==> src/rtl/led_sequencer.sv <==
// LED pattern sequencer: holds the LEDs dark for a startup delay, then steps one of
// four patterns (wipe, rotate, bounce, fill) once every STEP_CYCLES enabled clocks.
module led_sequencer #(
    parameter int NUM_LEDS       = 4,
    parameter int STARTUP_CYCLES = 12000000,
    parameter int STEP_CYCLES    = 1200000
) (
    input  logic                clk,
    input  logic                reset,
    input  logic                enable,
    input  logic [1:0]          mode,
    output logic [NUM_LEDS-1:0] leds,
    output logic                not_ready_led,
    output logic                ready,
    output logic                step
);

    typedef enum logic [1:0] {
        MODE_WIPE   = 2'd0,
        MODE_ROTATE = 2'd1,
        MODE_BOUNCE = 2'd2,
        MODE_FILL   = 2'd3
    } mode_e;

    localparam int CNT_W  = $clog2(STARTUP_CYCLES) + 1;
    localparam int DIV_W  = $clog2(STEP_CYCLES) + 1;
    localparam int POS_W  = $clog2(NUM_LEDS + 2) + 1;
    localparam int WIDE_W = NUM_LEDS + 3;

    localparam logic [CNT_W-1:0] CNT_LAST = CNT_W'(STARTUP_CYCLES - 1);
    localparam logic [DIV_W-1:0] DIV_LAST = DIV_W'(STEP_CYCLES - 1);
    localparam logic [POS_W-1:0] POS_TOP  = POS_W'(NUM_LEDS - 1);
    localparam logic [POS_W-1:0] POS_FILL = POS_W'(NUM_LEDS);
    localparam logic [POS_W-1:0] POS_WIPE = POS_W'(NUM_LEDS + 1);
    localparam logic [POS_W-1:0] POS_ONE  = POS_W'(1);
    localparam logic             DIR_UP   = 1'b0;
    localparam logic             DIR_DOWN = 1'b1;

    logic [CNT_W-1:0]    cnt_q, cnt_d;
    logic                ready_q, ready_d;
    logic [DIV_W-1:0]    div_q, div_d;
    logic [NUM_LEDS-1:0] pattern_q, pattern_d;
    logic [POS_W-1:0]    pos_q, pos_d;
    logic                dir_q, dir_d;
    mode_e               mode_q, mode_d;
    logic                step_q, step_d;

    logic [POS_W-1:0]    pos_eff;
    logic                dir_eff;
    logic [WIDE_W-1:0]   wide;
    logic                fire;

    always_comb begin
        // NOTE: every signal gets a default first so no path leaves one unassigned (no latch).
        cnt_d     = cnt_q;
        ready_d   = ready_q;
        div_d     = div_q;
        pattern_d = pattern_q;
        pos_d     = pos_q;
        dir_d     = dir_q;
        mode_d    = mode_q;
        step_d    = 1'b0;
        pos_eff   = pos_q;
        dir_eff   = dir_q;
        wide      = '0;
        fire      = 1'b0;

        if (!ready_q) begin
            cnt_d   = cnt_q + 1'b1;
            ready_d = (cnt_q == CNT_LAST);
            div_d   = '0;
        end else if (enable) begin
            if (div_q == DIV_LAST) begin
                div_d = '0;
                fire  = 1'b1;
            end else begin
                div_d = div_q + 1'b1;
            end
        end

        if (fire) begin
            step_d = 1'b1;
            // A new mode always starts from its first pattern, moving up.
            if (mode_e'(mode) != mode_q) begin
                mode_d  = mode_e'(mode);
                pos_eff = '0;
                dir_eff = DIR_UP;
                dir_d   = DIR_UP;
            end
            unique case (mode_d)
                MODE_WIPE: begin
                    wide  = (WIDE_W'(3) << pos_eff) >> 1;
                    pos_d = (pos_eff == POS_WIPE) ? '0 : pos_eff + 1'b1;
                end
                MODE_ROTATE: begin
                    wide  = WIDE_W'(1) << pos_eff;
                    pos_d = (pos_eff == POS_TOP) ? '0 : pos_eff + 1'b1;
                end
                MODE_BOUNCE: begin
                    wide = WIDE_W'(1) << pos_eff;
                    if (dir_eff == DIR_UP) begin
                        dir_d = (pos_eff == POS_TOP) ? DIR_DOWN : DIR_UP;
                        pos_d = (pos_eff == POS_TOP) ? pos_eff - 1'b1 : pos_eff + 1'b1;
                    end else begin
                        dir_d = (pos_eff == '0) ? DIR_UP : DIR_DOWN;
                        pos_d = (pos_eff == '0) ? POS_ONE : pos_eff - 1'b1;
                    end
                end
                MODE_FILL: begin
                    wide  = (pos_eff == POS_FILL) ? '0
                          : (WIDE_W'(1) << (pos_eff + POS_ONE)) - WIDE_W'(1);
                    pos_d = (pos_eff == POS_FILL) ? '0 : pos_eff + 1'b1;
                end
            endcase
            pattern_d = wide[NUM_LEDS-1:0];
        end
    end

    // NOTE: state registers use non-blocking assignments so all flops update together.
    always_ff @(posedge clk) begin
        if (reset) begin
            cnt_q     <= '0;
            ready_q   <= 1'b0;
            div_q     <= '0;
            pattern_q <= '0;
            pos_q     <= '0;
            dir_q     <= DIR_UP;
            mode_q    <= MODE_WIPE;
            step_q    <= 1'b0;
        end else begin
            cnt_q     <= cnt_d;
            ready_q   <= ready_d;
            div_q     <= div_d;
            pattern_q <= pattern_d;
            pos_q     <= pos_d;
            dir_q     <= dir_d;
            mode_q    <= mode_d;
            step_q    <= step_d;
        end
    end

    assign leds          = ready_q ? pattern_q : '0;
    assign not_ready_led = ~ready_q;
    assign ready         = ready_q;
    assign step          = step_q;

endmodule

==> config.mk <==
export PLATFORM = sky130hd
export DESIGN_NAME = led_sequencer
export DESIGN_NICKNAME = d
export VERILOG_FILES = /design/src/rtl/led_sequencer.sv
export SDC_FILE = /design/constraint.sdc
export NUM_CORES = 1
export LEC_CHECK = 0
export BUFFER_PORTS_ARGS = -buffer_cell sky130_fd_sc_hd__buf_4
export CAP_MARGIN = 20
export CORE_UTILIZATION = 40
export CTS_BUF_LIST = sky130_fd_sc_hd__clkbuf_4 sky130_fd_sc_hd__clkbuf_8
export DETAILED_ROUTE_END_ITERATION = 6
export RECOVER_POWER = 100
export SETUP_SLACK_MARGIN = 0.1
export SLEW_MARGIN = 20
export SYNTH_ARGS = -nofsm -noshare
export SYNTH_HDL_FRONTEND = slang
export SYNTH_SLANG_ARGS = --single-unit
==> constraint.sdc <==
create_clock -name clk -period 4.48 [get_ports clk]
set_input_delay 0.896 -clock clk [delete_from_list [all_inputs] [get_ports clk]]
set_output_delay 0.896 -clock clk [all_outputs]
set_load 0.02 [all_outputs]
-- Word-level counts from Yosys, hierarchy flattened
Cells that the tools add are included.
- register bits after elaboration: 60
- bits in latches: 0
- memory bits (writable): 0
- bits in read-only memories: 0
- input bits: 5
- output and inout port bits: 7
- logic and storage cells: 56
- memories kept: 0
- $add $sub $neg: 5
- multiply operators: 0
- div/mod/pow operators: 0
- order comparisons: 0
- equality and inequality tests: 9
- shifts and indexed selects: 3
- muxes and demuxes: 26
- bitwise gates (word level): 1
- reduce and logical (&&, ||, !) cells: 4
- operators with widths (kind ; number):
    4-bit 2-to-1 mux ; 10
    25-bit by 1-bit adder with 25-bit output (second input constant) ; 1
    25-bit by 24-bit == test with 1-bit output (second input constant) ; 1
    22-bit by 1-bit adder with 22-bit output (second input constant) ; 1
    22-bit by 21-bit == test with 1-bit output (second input constant) ; 1
    22-bit 2-to-1 mux ; 1
    4-bit case mux with 4 select lines ; 1
    4-bit case mux with 3 select lines ; 1
    1-bit 2-to-1 mux ; 11
    4-bit by 3-bit == test with 1-bit output (second input constant) ; 2
    1-bit by 4-bit << shifter with 4-bit output (first input constant) ; 2
    4-bit by 1-bit subtractor with 4-bit output (second input constant) ; 2
    2-bit by 4-bit << shifter with 5-bit output (first input constant) ; 1
    4-bit by 1-bit adder with 4-bit output (second input constant) ; 1
    2-bit == test (second input constant) ; 2
    4-bit by 2-bit == test with 1-bit output (second input constant) ; 1
    4-bit zero test ; 1
    2-bit 2-to-1 mux ; 2
    2-bit OR reduction ; 2
    2-bit by 1-bit == test with 1-bit output (second input constant) ; 1
    2-bit zero test ; 1
    2-bit inequality test ; 1
    1-bit NOT ; 1

-- Depth between registers and ports, before layout
- word-level depth: 10
- depth in mapped cells: 14
- depth with buffers taken out: 14

-- Worst setup path after synthesis
Ideal clock, no wire load.
- path type: input port to flip-flop
- start point: input port mode[1]
- end point: register pattern_q[2]
- setup time: 0.132 ns
- arrival: 3.272 ns
- path slack: 1.075 ns
- cell stages on the path: 14
- path through: xor2_1 > nor2_1 > nand2_1 > inv_1 > ha_1 > clkbuf_1 > nor4_1 > a211oi_1 > or2_2 > ha_1 > inv_1 > a311oi_1 > o311ai_0 > a21oi_1
- cells in the longest elaborated chain, start to end: 8
- ends and longest elaborated chain (item ; RTL line ; text):
    start, declared ; 11 ; input logic [1:0] mode,
    2-bit inequality test ; 84 ; if (mode_e'(mode) != mode_q) begin
    4-bit 2-to-1 mux ; 84 ;
    4-bit 2-to-1 mux ; 81 ; if (fire) begin
    4-bit by 1-bit adder with 4-bit output ; 111 ; : (WIDE_W'(1) << (pos_eff + POS_ONE)) - WIDE_W'(1);
    1-bit by 4-bit << shifter with 4-bit output ; 111 ;
    4-bit by 1-bit subtractor with 4-bit output ; 111 ;
    4-bit 2-to-1 mux ; 110 ; wide = (pos_eff == POS_FILL) ? '0
    4-bit case mux with 3 select lines (*) ; 90 ; unique case (mode_d)
    end signal, assigned ; 134 ; pattern_q <= pattern_d;
    end, declared ; 42 ; logic [NUM_LEDS-1:0] pattern_q, pattern_d;
Mark *: on every way between the ends. The rest lies on a longest branch, timed or not. The select of a mux whose other input is x is not followed.
A chain may end at the register's enable or synchronous reset.

-- Worst setup path after layout
Ends and elaborated chain as after synthesis.

==> results.py <==
metrics = {
    "critical_path": {
        "setup.worst_path.end_class": "flip-flop",
        "critPathMaxStageDelay_ns": 0.81,
        "r2r-end": "pattern_q[2]",
        "r2r_cells": 12,
        "critPathMaxFanout": 8,
        "path_cells": "clkbuf_1, xor2_1, nor2_1, nand2_1, inv_1, ha_1, o311ai_0, nand3_1, ha_1, inv_1, a311oi_1, o311ai_0, a21oi_1",
        "cp-startpoint": "mode[1]",
        "startpoint_type": "input port",
        "cp.arrival_ns": 4.09,
        "crit_slowest_cell": "o311ai_0",
        "r2r_slack_ns": 0.97,
        "crit_required_ns": 4.64,
        "r2r-start": "mode_q[1]",
        "cp_num_buf_inv": 3,
        "path_class": "in -> reg",
        "path_delay_family": "compound AO/OA/AOI/OAI gates",
    },
    "routing": {
        "drc": 0,
        "routed_wl_um": 7200,
        "drt-wirelength-per-cell_um": 13.8,
        "drt_iter0_drc": 161,
        "ant_nets": 0,
        "dr.pass1.iters": 5,
        "vias_per_cell": 5.51,
        "vias": 2877,
    },
    "global_route": {
        "overflow": 0,
        "grt_usage_pct": 17.3,
        "grt_util_met2_pct": 27.9,
        "grt_pass1_wl_um": 12100,
        "grt_max_degree": 41,
        "grt_busiest_layer": "met2",
        "use_met3_pct": 3.07,
        "grt_pass1_vias": 2685,
        "gr-usage-met1_pct": 21.6,
        "antenna_found_initial": 0,
    },
    "logic_synthesis": {
        "syn_area_per_cell_um2": 8.24,
        "syn-cell-area_um2": 3370,
        "synthDominantCellAreaShare_pct": 35.6,
        "ys_seq_area_share_pct": 35.6,
        "synth_edf_count": 0,
        "synth_cells": 409,
        "synthFlopType": "dfxtp_1",
        "syn-num-nets": 425,
        "synthTopCellsByCount": "dfxtp_1 (60), nor2_1 (55), xnor2_1 (25), nand3_1 (24), nand2_1 (23)",
        "ys_top_cells_by_area": "dfxtp_1 (36%), xnor2_1 (6.5%), nor2_1 (6.1%)",
        "synth_cell_type_count": 51,
        "async_flop_share_pct": 0,
        "yosys.area.top_type": "dfxtp_1",
        "ys_seq_elements": 60,
        "yosysMostFrequentCell": "dfxtp_1",
        "synth_warnings": 0,
    },
    "clocking": {
        "clkLatencyLatePin_ns": 0.35,
        "hold_buffers": 0,
        "cts_made_buffers": 9,
        "clk_pin_slew_ns": 0.08,
        "cts_resized": 0,
        "cts.path.max_buffers": 2,
        "cts-root-buf": "clkbuf_8",
        "postCtsSetupRepairBufs": 0,
        "h-tree-depth": 3,
        "cts.sinks": 60,
        "cts_tree": "built",
    },
    "timing": {
        "period_minus_slack_ns": 3.93,
        "fin_crit_sh_pct": 87.7,
        "rsz0062_at_grt": "no",
        "tightest_slew_ns": 1.80,
        "max_freq_ghz": 0.255,
        "drv_slew": 41,
        "fin_tns_setup_ns": 0,
        "setup_viol": 0,
        "finalClockSkew_ns": 0.0126,
        "finalHoldViolations": 0,
        "slew_headroom_pct": -19.8,
    },
    "outcome": {
        "failed_checks": "capacitance limit, slew limit",
        "status": "finished, violations left",
    },
    "placed_design": {
        "dp_hpwl_um": 4950,
        "port_buffers": 11,
        "gp_congestion": 0.908,
    },
    "cells_and_area": {
        "regArea_um2": 1200,
        "nNetsFinal": 428,
        "n_fill_cell": 805,
        "area_delta_synth_final_pct": 8.98,
        "num_antenna_cells": 0,
        "drive_above_1_share_pct": 6.47,
        "multi_input_area_um2": 2000,
    },
    "pwr": {
        "power_uw": 1070,
        "powerDensity_nw_per_um2": 290,
        "vdd_ir_drop_max_mv": 0.107,
        "power_leakage_uw": 0.00118,
    },
    "floorplan": {
        "start_util_pct": 41.2,
        "dieArea_um2": 8800,
        "io_pins": 12,
        "die_h_um": 93.8,
        "die_w_um": 93.8,
        "core_um2": 8180,
        "rows": 33,
    },
    "min_path": {
        "min_path_cells": 2,
        "min_path_type": "reg -> reg",
        "hold_end": "pattern_q[2]",
        "min_from": "pattern_q[2]",
    },
    "job": {
        "maxCapViolations": 1,
    },
}
[flip-flops by register name, summed over array words and instances, names as in the netlist]
signal / cells
cnt_q: 25
dir_q: 1
div_q: 22
mode_q: 2
pattern_q: 4
pos_q: 4
ready: 1
step: 1
[layer usage]
layer | wire length [µm] | part of all wire, %
met5 | 0 | 0
met4 | 149 | 2.1
met3 | 289 | 4.0
met2 | 3270 | 45
met1 | 3490 | 49
[power by group]
part | internal [µW] | switching, µW | total, µW
Combinational | 12.9 | 26.6 | 39.4
Sequential | 535 | 2.00 | 537
Clock | 263 | 227 | 490
Total | 811 | 256 | 1070
[layout make-up]
| cell class | instances | area share (%) |
|---|---|---|
| clock inverter | 6 | 1.74 |
| tap | 105 | 3.58 |
| inverter | 19 | 1.94 |
| multi-input combinational | 310 | 54.5 |
| timing repair buffer | 12 | 1.94 |
| sequential | 60 | 32.7 |
| clock buffer | 10 | 3.58 |
[cells by family after synthesis]
group / after synthesis / synth area share, %
simple gates: 192 / 31.1
flops: 60 / 35.6
compound gates: 58 / 11.6
xor+xnor: 46 / 12.0
buf+inv: 39 / 4.79
fa+ha+maj: 11 / 4.08
mux: 3 / 0.891
[through the flow]
step / cells / utilization, % / area (µm²) / setup slack (ns) / hold WS, ns
after detailed placement: 506 / 42.8 / 3500 / 0.423 / 0.475
after CTS: 522 / 45.2 / 3700 / 0.788 / 0.489
final: 522 / 44.9 / 3670 / 0.552 / 0.481
after floorplan: 409 / - / 3370 / 1.08 / 0.446
after global placement: 506 / 42.8 / 3500 / 0.589 / 0.468
after global routing: 522 / 44.9 / 3670 / 0.244 / 0.518
[worst max path at each step]
| stage | end | slack, ns | depth (start not counted) |
|---|---|---|---|
| final | pattern_q[2] | 0.55 | 13 |
| after CTS | pattern_q[2] | 0.79 | 12 |
| after global routing | pattern_q[2] | 0.24 | 14 |
| after detailed placement | pattern_q[2] | 0.42 | 13 |
| after floorplan | pattern_q[2] | 1.08 | 14 |
| after global placement | pattern_q[2] | 0.59 | 13 |
[worst reg2reg max path: stages (launching register included)]
cell      delay (ns)
dfxtp_1         0.39
xor2_1          0.40
nor2_1          0.21
nand2_1         0.18
inv_1           0.06
ha_1            0.29
o311ai_0        0.81
nand3_1         0.18
ha_1            0.24
inv_1           0.06
a311oi_1        0.04
o311ai_0        0.36
a21oi_1         0.11
[layout by cell type, fill, tap and decap left out, types with 7 or more instances in the layout]
cell type / Yosys / routed
dfxtp_1: 60 / 60
nor2_1: 55 / 55
xnor2_1: 25 / 25
nand3_1: 24 / 24
nand2_1: 23 / 23
xor2_1: 21 / 21
a21oi_1: 20 / 20
inv_1: 19 / 19
nand4_1: 18 / 18
nor3_1: 14 / 14
ha_1: 11 / 11
nor4_1: 9 / 9
o21ai_0: 8 / 9
clkbuf_8: 0 / 9
a211oi_1: 8 / 8
buf_4: 2 / 7
(Power assumes the default switching activity.)
